==> src/rtl/adc_capture_ctrl.sv <==
// ---------------------------------------------------------------------------
// adc_capture_ctrl
//
// Captures a triggered record of packed ADC words (four 14-bit lanes in each
// 64-bit word) and streams it out over a valid/ready interface through a
// small output FIFO. Software arms the block. The record then starts on a
// software trigger, or on a threshold trigger when any lane reaches the
// programmed level.
//
// Ports
//   i_62clk       system clock, rising edge
//   i_nreset      asynchronous active-low reset
//   i_data        packed word, lanes at [13:0],[29:16],[45:32],[61:48]
//   i_data_valid  one-cycle strobe per packed word
//   i_arm         latch config and start acquisition (IDLE/DONE only)
//   i_abort       stop, flush FIFO, return to IDLE (any state)
//   i_sw_trig     software trigger (ARMED only)
//   i_thr_en      threshold trigger enable, latched at arm
//   i_thr_level   unsigned threshold, latched at arm
//   i_rec_len     words per record, latched at arm (0 => arm ignored)
//   o_tdata       output word, lane padding bits forced to 0
//   o_tvalid      o_tdata valid
//   i_tready      downstream accept
//   o_tlast       final word of a complete record
//   o_busy        high in ARMED, CAPTURE, DRAIN
//   o_done        high in DONE
//   o_overflow    sticky overflow flag
//   o_word_cnt    words pushed into FIFO in the current record
// ---------------------------------------------------------------------------
module adc_capture_ctrl #(
    parameter int FIFO_DEPTH = 8,
    parameter int LEN_W      = 16
) (
    input  logic             i_62clk,
    input  logic             i_nreset,
    input  logic [63:0]      i_data,
    input  logic             i_data_valid,
    input  logic             i_arm,
    input  logic             i_abort,
    input  logic             i_sw_trig,
    input  logic             i_thr_en,
    input  logic [13:0]      i_thr_level,
    input  logic [LEN_W-1:0] i_rec_len,
    output logic [63:0]      o_tdata,
    output logic             o_tvalid,
    input  logic             i_tready,
    output logic             o_tlast,
    output logic             o_busy,
    output logic             o_done,
    output logic             o_overflow,
    output logic [LEN_W-1:0] o_word_cnt
);

    localparam int          AW        = $clog2(FIFO_DEPTH);
    localparam logic [63:0] LANE_MASK = 64'h3FFF_3FFF_3FFF_3FFF;

    typedef enum logic [2:0] {
        ST_IDLE,
        ST_ARMED,
        ST_CAPTURE,
        ST_DRAIN,
        ST_DONE
    } state_t;

    state_t           state;
    state_t           state_nx;

    logic             thr_en_q;
    logic [13:0]      thr_level_q;
    logic [LEN_W-1:0] rec_len_q;

    logic [63:0]      fifo_data [FIFO_DEPTH];
    logic             fifo_last [FIFO_DEPTH];
    logic [AW-1:0]    wr_ptr;
    logic [AW-1:0]    rd_ptr;
    logic [AW:0]      fifo_cnt;

    logic [LEN_W-1:0] word_cnt;
    logic             overflow_q;

    logic             fifo_empty;
    logic             fifo_full;
    logic             pop;
    logic             thr_hit;
    logic             arm_accept;
    logic             push_req;
    logic             push;
    logic             push_last;
    logic             drop;

    assign fifo_empty = (fifo_cnt == '0);
    assign fifo_full  = (fifo_cnt == (AW+1)'(FIFO_DEPTH));
    assign pop        = !fifo_empty && i_tready;

    assign thr_hit = (i_data[13:0]  >= thr_level_q) ||
                     (i_data[29:16] >= thr_level_q) ||
                     (i_data[45:32] >= thr_level_q) ||
                     (i_data[61:48] >= thr_level_q);

    // State register.
    always_ff @(posedge i_62clk or negedge i_nreset) begin
        if (!i_nreset) begin
            state <= ST_IDLE;
        end else begin
            state <= state_nx;
        end
    end

    // Next state and datapath controls. Abort overrides everything. A word
    // that would land on a full FIFO with no pop in the same cycle is
    // dropped, and the record is cut short. The final word of a full record
    // carries tlast.
    always_comb begin
        state_nx   = state;
        arm_accept = 1'b0;
        push_req   = 1'b0;
        push       = 1'b0;
        push_last  = 1'b0;
        drop       = 1'b0;
        if (i_abort) begin
            state_nx = ST_IDLE;
        end else begin
            case (state)
                ST_IDLE, ST_DONE: begin
                    if (i_arm && (i_rec_len != '0)) begin
                        state_nx   = ST_ARMED;
                        arm_accept = 1'b1;
                    end
                end
                ST_ARMED: begin
                    if (i_sw_trig || (i_data_valid && thr_en_q && thr_hit)) begin
                        state_nx = ST_CAPTURE;
                        push_req = i_data_valid;
                    end
                end
                ST_CAPTURE: begin
                    push_req = i_data_valid;
                end
                ST_DRAIN: begin
                    if (fifo_empty) begin
                        state_nx = ST_DONE;
                    end
                end
                default: state_nx = ST_IDLE;
            endcase
            if (push_req) begin
                if (fifo_full && !pop) begin
                    drop     = 1'b1;
                    state_nx = ST_DRAIN;
                end else begin
                    push = 1'b1;
                    if (word_cnt == (rec_len_q - LEN_W'(1))) begin
                        push_last = 1'b1;
                        state_nx  = ST_DRAIN;
                    end
                end
            end
        end
    end

    // Configuration is sampled only when an arm is accepted.
    always_ff @(posedge i_62clk or negedge i_nreset) begin
        if (!i_nreset) begin
            thr_en_q    <= 1'b0;
            thr_level_q <= '0;
            rec_len_q   <= '0;
        end else if (arm_accept) begin
            thr_en_q    <= i_thr_en;
            thr_level_q <= i_thr_level;
            rec_len_q   <= i_rec_len;
        end
    end

    // FIFO storage. The padding bits are stripped on entry.
    always_ff @(posedge i_62clk) begin
        if (push) begin
            fifo_data[wr_ptr] <= i_data & LANE_MASK;
            fifo_last[wr_ptr] <= push_last;
        end
    end

    // FIFO pointers wrap naturally because the depth is a power of two.
    always_ff @(posedge i_62clk or negedge i_nreset) begin
        if (!i_nreset) begin
            wr_ptr   <= '0;
            rd_ptr   <= '0;
            fifo_cnt <= '0;
        end else if (i_abort) begin
            wr_ptr   <= '0;
            rd_ptr   <= '0;
            fifo_cnt <= '0;
        end else begin
            if (push) begin
                wr_ptr <= wr_ptr + AW'(1);
            end
            if (pop) begin
                rd_ptr <= rd_ptr + AW'(1);
            end
            case ({push, pop})
                2'b10:   fifo_cnt <= fifo_cnt + (AW+1)'(1);
                2'b01:   fifo_cnt <= fifo_cnt - (AW+1)'(1);
                default: fifo_cnt <= fifo_cnt;
            endcase
        end
    end

    // Record word counter and sticky overflow flag.
    always_ff @(posedge i_62clk or negedge i_nreset) begin
        if (!i_nreset) begin
            word_cnt   <= '0;
            overflow_q <= 1'b0;
        end else if (i_abort || arm_accept) begin
            word_cnt   <= '0;
            overflow_q <= 1'b0;
        end else begin
            if (push) begin
                word_cnt <= word_cnt + LEN_W'(1);
            end
            if (drop) begin
                overflow_q <= 1'b1;
            end
        end
    end

    // The head entry is gated by valid, so stale storage never shows on
    // o_tdata after a flush or reset.
    assign o_tvalid   = !fifo_empty;
    assign o_tdata    = o_tvalid ? fifo_data[rd_ptr] : '0;
    assign o_tlast    = o_tvalid && fifo_last[rd_ptr];
    assign o_busy     = (state == ST_ARMED) || (state == ST_CAPTURE) || (state == ST_DRAIN);
    assign o_done     = (state == ST_DONE);
    assign o_overflow = overflow_q;
    assign o_word_cnt = word_cnt;

endmodule

==> config.mk <==
export PLATFORM = sky130hd
export DESIGN_NAME = adc_capture_ctrl
export DESIGN_NICKNAME = d
export VERILOG_FILES = /design/src/rtl/adc_capture_ctrl.sv
export SDC_FILE = /design/constraint.sdc
export NUM_CORES = 1
export LEC_CHECK = 0
export BUFFER_PORTS_ARGS = -buffer_cell sky130_fd_sc_hd__buf_2
export CORE_MARGIN = 2
export CORE_UTILIZATION = 56
export CTS_BUF_LIST = sky130_fd_sc_hd__clkbuf_8
export DETAILED_ROUTE_END_ITERATION = 16
export PLACE_DENSITY = 0.75
export SYNTH_ARGS = -nofsm -noshare
export SYNTH_HDL_FRONTEND = slang
export SYNTH_SLANG_ARGS = --single-unit
==> constraint.sdc <==
create_clock -name i_62clk -period 9.1 [get_ports i_62clk]
set_input_delay 1.82 -clock i_62clk [delete_from_list [all_inputs] [get_ports i_62clk]]
set_output_delay 1.82 -clock i_62clk [all_outputs]
set_load 0.01 [all_outputs]
; ---- After elaboration in Yosys (flattened, before gate mapping)
; Memory sizes are Yosys's and may differ from the RTL's.
; Index checks and enable logic that the tools add are counted.
[totals]
ff_bits = 61
ramBits = 456
out_inout_bits = 85
wordCells = 90
memories = 2
[mem_list]
columns = name, words, width, read_ports, rd_ports_with_merged_regs, write_ports, line
row1 = fifo_data, 8, 56, 1, 0, 1, 72  ; logic [63:0] fifo_data [FIFO_DEPTH];
row2 = fifo_last, 8, 1, 1, 0, 1, 73  ; logic fifo_last [FIFO_DEPTH];
[classes]
add_sub_neg = 6
order_cmp = 4
n_eq_ne = 8
muxes = 37
reduce_logical = 24
[op_table]
columns = cell, n
row1 = $mux 64, 1
row2 = $ge 14x14->1, 4
row3 = $mux 3, 11
row4 = $mux 16, 2
row5 = $mux 1, 19
row6 = $add 16x1->16 const B, 1
row7 = $eq 16x16->1, 1
row8 = $reduce_bool 16->1, 1
row9 = $sub 16x1->16 const B, 1
row10 = $pmux 3 s4, 1
row11 = $pmux 4 s2, 1
row12 = $reduce_bool 2->1, 4
row13 = $logic_or 1x1->1, 7
row14 = $add 3x1->3 const B, 2
row15 = $eq 3x2->1 const B, 2
row16 = $logic_and 1x1->1, 6
row17 = $add 4x1->4 const B, 1
row18 = $eq 4x4->1 const B, 1
row19 = $logic_not 4->1, 1
row20 = $mux 4, 1
row21 = $sub 4x1->4 const B, 1
row22 = $eq 3x1->1 const B, 1
row23 = $eq 3x3->1 const B, 1
row24 = $logic_not 3->1, 1
row25 = 6 further kinds, 7

; ---- Depth between registers and ports, before layout
[logic_depth]
word_depth = 14
ltp_mapped = 15

; ---- Worst setup path after synthesis
; OpenSTA, ideal clock, no wires.
[synth_timing]
path_kind = input to register
start = input port i_data[61]
end = memory fifo_data[1][0] (netlist bit), enable pin
t_arrival_ps = 8833
t_required_ps = 8487
setup_slack_ps = -346
path_stages = 10
cell_sequence = ha_1 -> nand4_2 -> nor4_1 -> a211oi_1 -> a21boi_0 -> and4bb_1 -> buf_6 -> nor2_8 -> nand2_1 -> nor4_1
[synth_between]
elab_chain_cells = 11
[synth_lines]
columns = item, line
row1 = start: declaration, 36  ; input logic [63:0] i_data,
row2 = $ge 14x14->1, 98  ; (i_data[61:48] >= thr_level_q);
row3 = $logic_or 1x1->1, 97  ; (i_data[45:32] >= thr_level_q) ||
row4 = $logic_and 1x1->1, 131  ; if (i_sw_trig || (i_data_valid && thr_en_q && thr_hit)) begin
row5 = $logic_or 1x1->1, 131
row6 = $mux 1, 131
row7 = $pmux 1 s2, 123  ; case (state)
row8 = $mux 1, 120  ; if (i_abort) begin
row9 = $mux 1, 146  ; if (push_req) begin
row10 = $mux 1, 120
row11 = $mux 1, 176  ; if (push) begin
row12 = $mux 1 (implied by the code), 177  ; fifo_data[wr_ptr] <= i_data & LANE_MASK;
row13 = end: declaration, 72
; No other way between the ends. The select of a mux whose other input is x is not followed.

; ---- Worst setup path after layout
[layout_timing]
start = input port i_data[16]
end = memory fifo_data[5][41] (netlist bit), enable pin
[layout_between]
elab_chain_cells = 13
[layout_lines]
columns = item, line
row1 = $ge 14x14->1, 96  ; (i_data[29:16] >= thr_level_q) ||
row2 = $logic_or 1x1->1, 95  ; assign thr_hit = (i_data[13:0] >= thr_level_q) ||
row3 = $logic_or 1x1->1, 96
row4 = $logic_or 1x1->1, 97
row5 = $logic_and 1x1->1, 131
row6 = $logic_or 1x1->1, 131
row7 = $mux 1, 131
row8 = $pmux 1 s2, 123
row9 = $mux 1, 120
row10 = $mux 1, 146
row11 = $mux 1, 120
row12 = $mux 1, 176
row13 = $mux 1 (implied by the code), 177
; No other way between the ends. The select of a mux whose other input is x is not followed.

==> metrics <==
H-Tree Level Count=3; Max Clock Freq=186 MHz; Period minus WS final=5.37 ns; postcts setup bufs=0; die width=203 um; Die Area=41000 sq um; drt via density=5.91; Yosys cell types=65; Post-Syn Area=22100 sq um; met1 wire length=19.1 mm; async set or reset register ratio after synthesis=11.8%; number of synthesized flops with an enable pin=456; total clock sinks=517; initial core utilization=57.0%; Worst-Skew Late Latency=0.63 ns; Total Nets Final=1642; GR Util All Layers=24.1%; vias=12200; post-route ant nets=0; power density cells=254 nW/um^2; DR WL met3=3.51 mm; critical path type=in2reg; DR WL met2=24.1 mm; fin crit share=59.1%; Detailed Routing Iterations Pass 1=5; num ports=187; worst hold path type=reg2reg; RSZ-0062 raised after global routing=false; Clock Skew=0.0319 ns; Placed Area=23500 sq um; Synth Register Bits=517; synth cell count leaders=456 x edfxtp_1, 114 x mux4_2, 93 x nor2_1, 62 x ha_1, 62 x mux2i_1; Seq/Total Area, Yosys=69.0%; critical path arrival=5.61 ns; Post-Synthesis Cells=1259; Post-route DRC=0; vias in the first global route=12500; routed len/inst=23.2 um; fill count=2675; core box area=38700 sq um; Gates resized, CTS repair=0; power consumption=6.38 mW; Synth top area share=62.1%; Final Instance Area=25100 sq um; final hold viol count=0; hold_ws=0.535 ns; ys flop type=edfxtp_1; Synth-to-Final Area Change=13.9%; Synth area leader=edfxtp_1; CP required=9.34 ns; CTS Buffer Depth=3; CP max FO=31; global route overflow=0; initial antenna violation count=11; DRT Wirelength=48.1 mm; largest net degree at the start of global routing=99; Post-DP HPWL=28.7 mm; fraction of layout cells with a size suffix above 1=29.4%; Top Metal Used=met5; DRT iter0 DRCs=1102; setup tns final=0 ns; Hold Buf Count CTS=0; GP Congestion=0.910; outcome=completed; clock root buffer=clkbuf_8; startpoint types=primary input; r2r setup slk=4.53 ns; Synth area leaders=edfxtp_1 62%, mux4_2 12%, dfrtp_1 6.9%; Peak supply drop=0.216 mV; post-layout util=64.9%; Worst slew margin=31.3%; Placement Rows=72; Tightest Pin Transition=1.03 ns; Lkg Pwr=8.84 nW; Synth Warn #=0; reported max-cap violation count=0; port bufs=170; height of the die=203 um; # setup viols final=0; CTS tree=yes; most frequent cell after synthesis=edfxtp_1; Max Slew Vio Count=0; first-pass GRT wire length=73.2 mm; Clock transition at path regs=0.05 ns; syn avg cell area=17.5 sq um; Crit. End Element=flop; TritonCTS Buffers=83
logic make-up (layout without fill, tap and decap cells):
family          count (synthesis)  after routing  synth area share, %
other cells                     1             12               0.0170
xor+xnor                       41             41                 1.71
compound gates                 96             96                 2.80
buf+inv                        95            378                 1.86
flops                         517            517                 69.0
mux                           192            192                 15.3
fa+ha+maj                      62             62                 3.52
simple gates                  255            255                 5.85
layout make-up:
cell class	count	area [sq um]	area share (%)
tap	518	648	2.58
sequential	517	15200	60.6
clock inverter	66	362	1.44
inverter	32	120	0.478
antenna	4	10.0	0.0398
multi-input combinational	654	6520	25.9
timing repair buffer	190	1010	4.03
clock buffer	90	1240	4.93
worst paths after layout:
kind,endpoint,start,depth (start not counted)
max,fifo_data[5][41]$_DFFE_PP_,i_data[16],12
min,thr_en_q$_DFFE_PN0P_,thr_en_q$_DFFE_PN0P_,1
max reg2reg,fifo_data[5][41]$_DFFE_PP_,thr_level_q[3]$_DFFE_PN0P_,10
min reg2reg,thr_en_q$_DFFE_PN0P_,thr_en_q$_DFFE_PN0P_,1
max in group asynchronous,rd_ptr[2]$_DFFE_PN0P_,i_nreset,2
min in group asynchronous,o_word_cnt[11]$_DFFE_PN0P_,i_nreset,2
metal layers:
layer  global-route usage (%)  up-vias
met1                     31.5     6256
met5                        0        -
li1                         -     5439
met4                     9.59       10
met2                     39.5      463
met3                     5.57       72
flip-flops by register name, summed over array words and instances, names as in the netlist:
register     flops
fifo_data      448
o_word_cnt      16
rec_len_q       16
thr_level_q     14
fifo_last        8
fifo_cnt         4
rd_ptr           3
state            3
wr_ptr           3
o_overflow       1
thr_en_q         1
through the flow:
step | std cells | worst slack [ns]
floorplan | 1266 | -0.346
global placement | 1911 | 3.10
detailed placement | 1911 | 3.12
CTS | 2067 | 3.77
global route | 2070 | 3.60
finish | 2071 | 3.73
cells in the final DEF, fill, tap and decap left out, types with 11 or more instances in the layout:
master	instances
a21oi_1	28
buf_2	170
buf_4	19
clkbuf_8	90
clkinv_2	11
dfrtp_1	58
edfxtp_1	456
ha_1	62
inv_1	69
mux2_2	15
mux2i_1	62
mux4_2	114
nand2_1	55
nand3_1	17
nand4_1	17
nor2_1	92
nor4_1	12
o21ai_0	30
xnor2_1	30
worst max-delay path: stages:
cell      delay [ns]
buf_2           0.16
inv_1           0.06
ha_1            0.27
nand2b_1        0.10
a21oi_1         0.06
o21ai_0         0.41
a22o_1          0.32
and4bb_1        0.24
buf_4           0.22
nor2_1          0.40
and4_2          0.91
buf_4           0.59
report_power, final:
part           internal [mW]  total, mW  switching, mW
logic                  0.781       1.73          0.952
registers               2.65       2.76          0.108
clock network           1.00       1.89          0.884
total                   4.43       6.38           1.94
(Power assumes the default switching activity.)
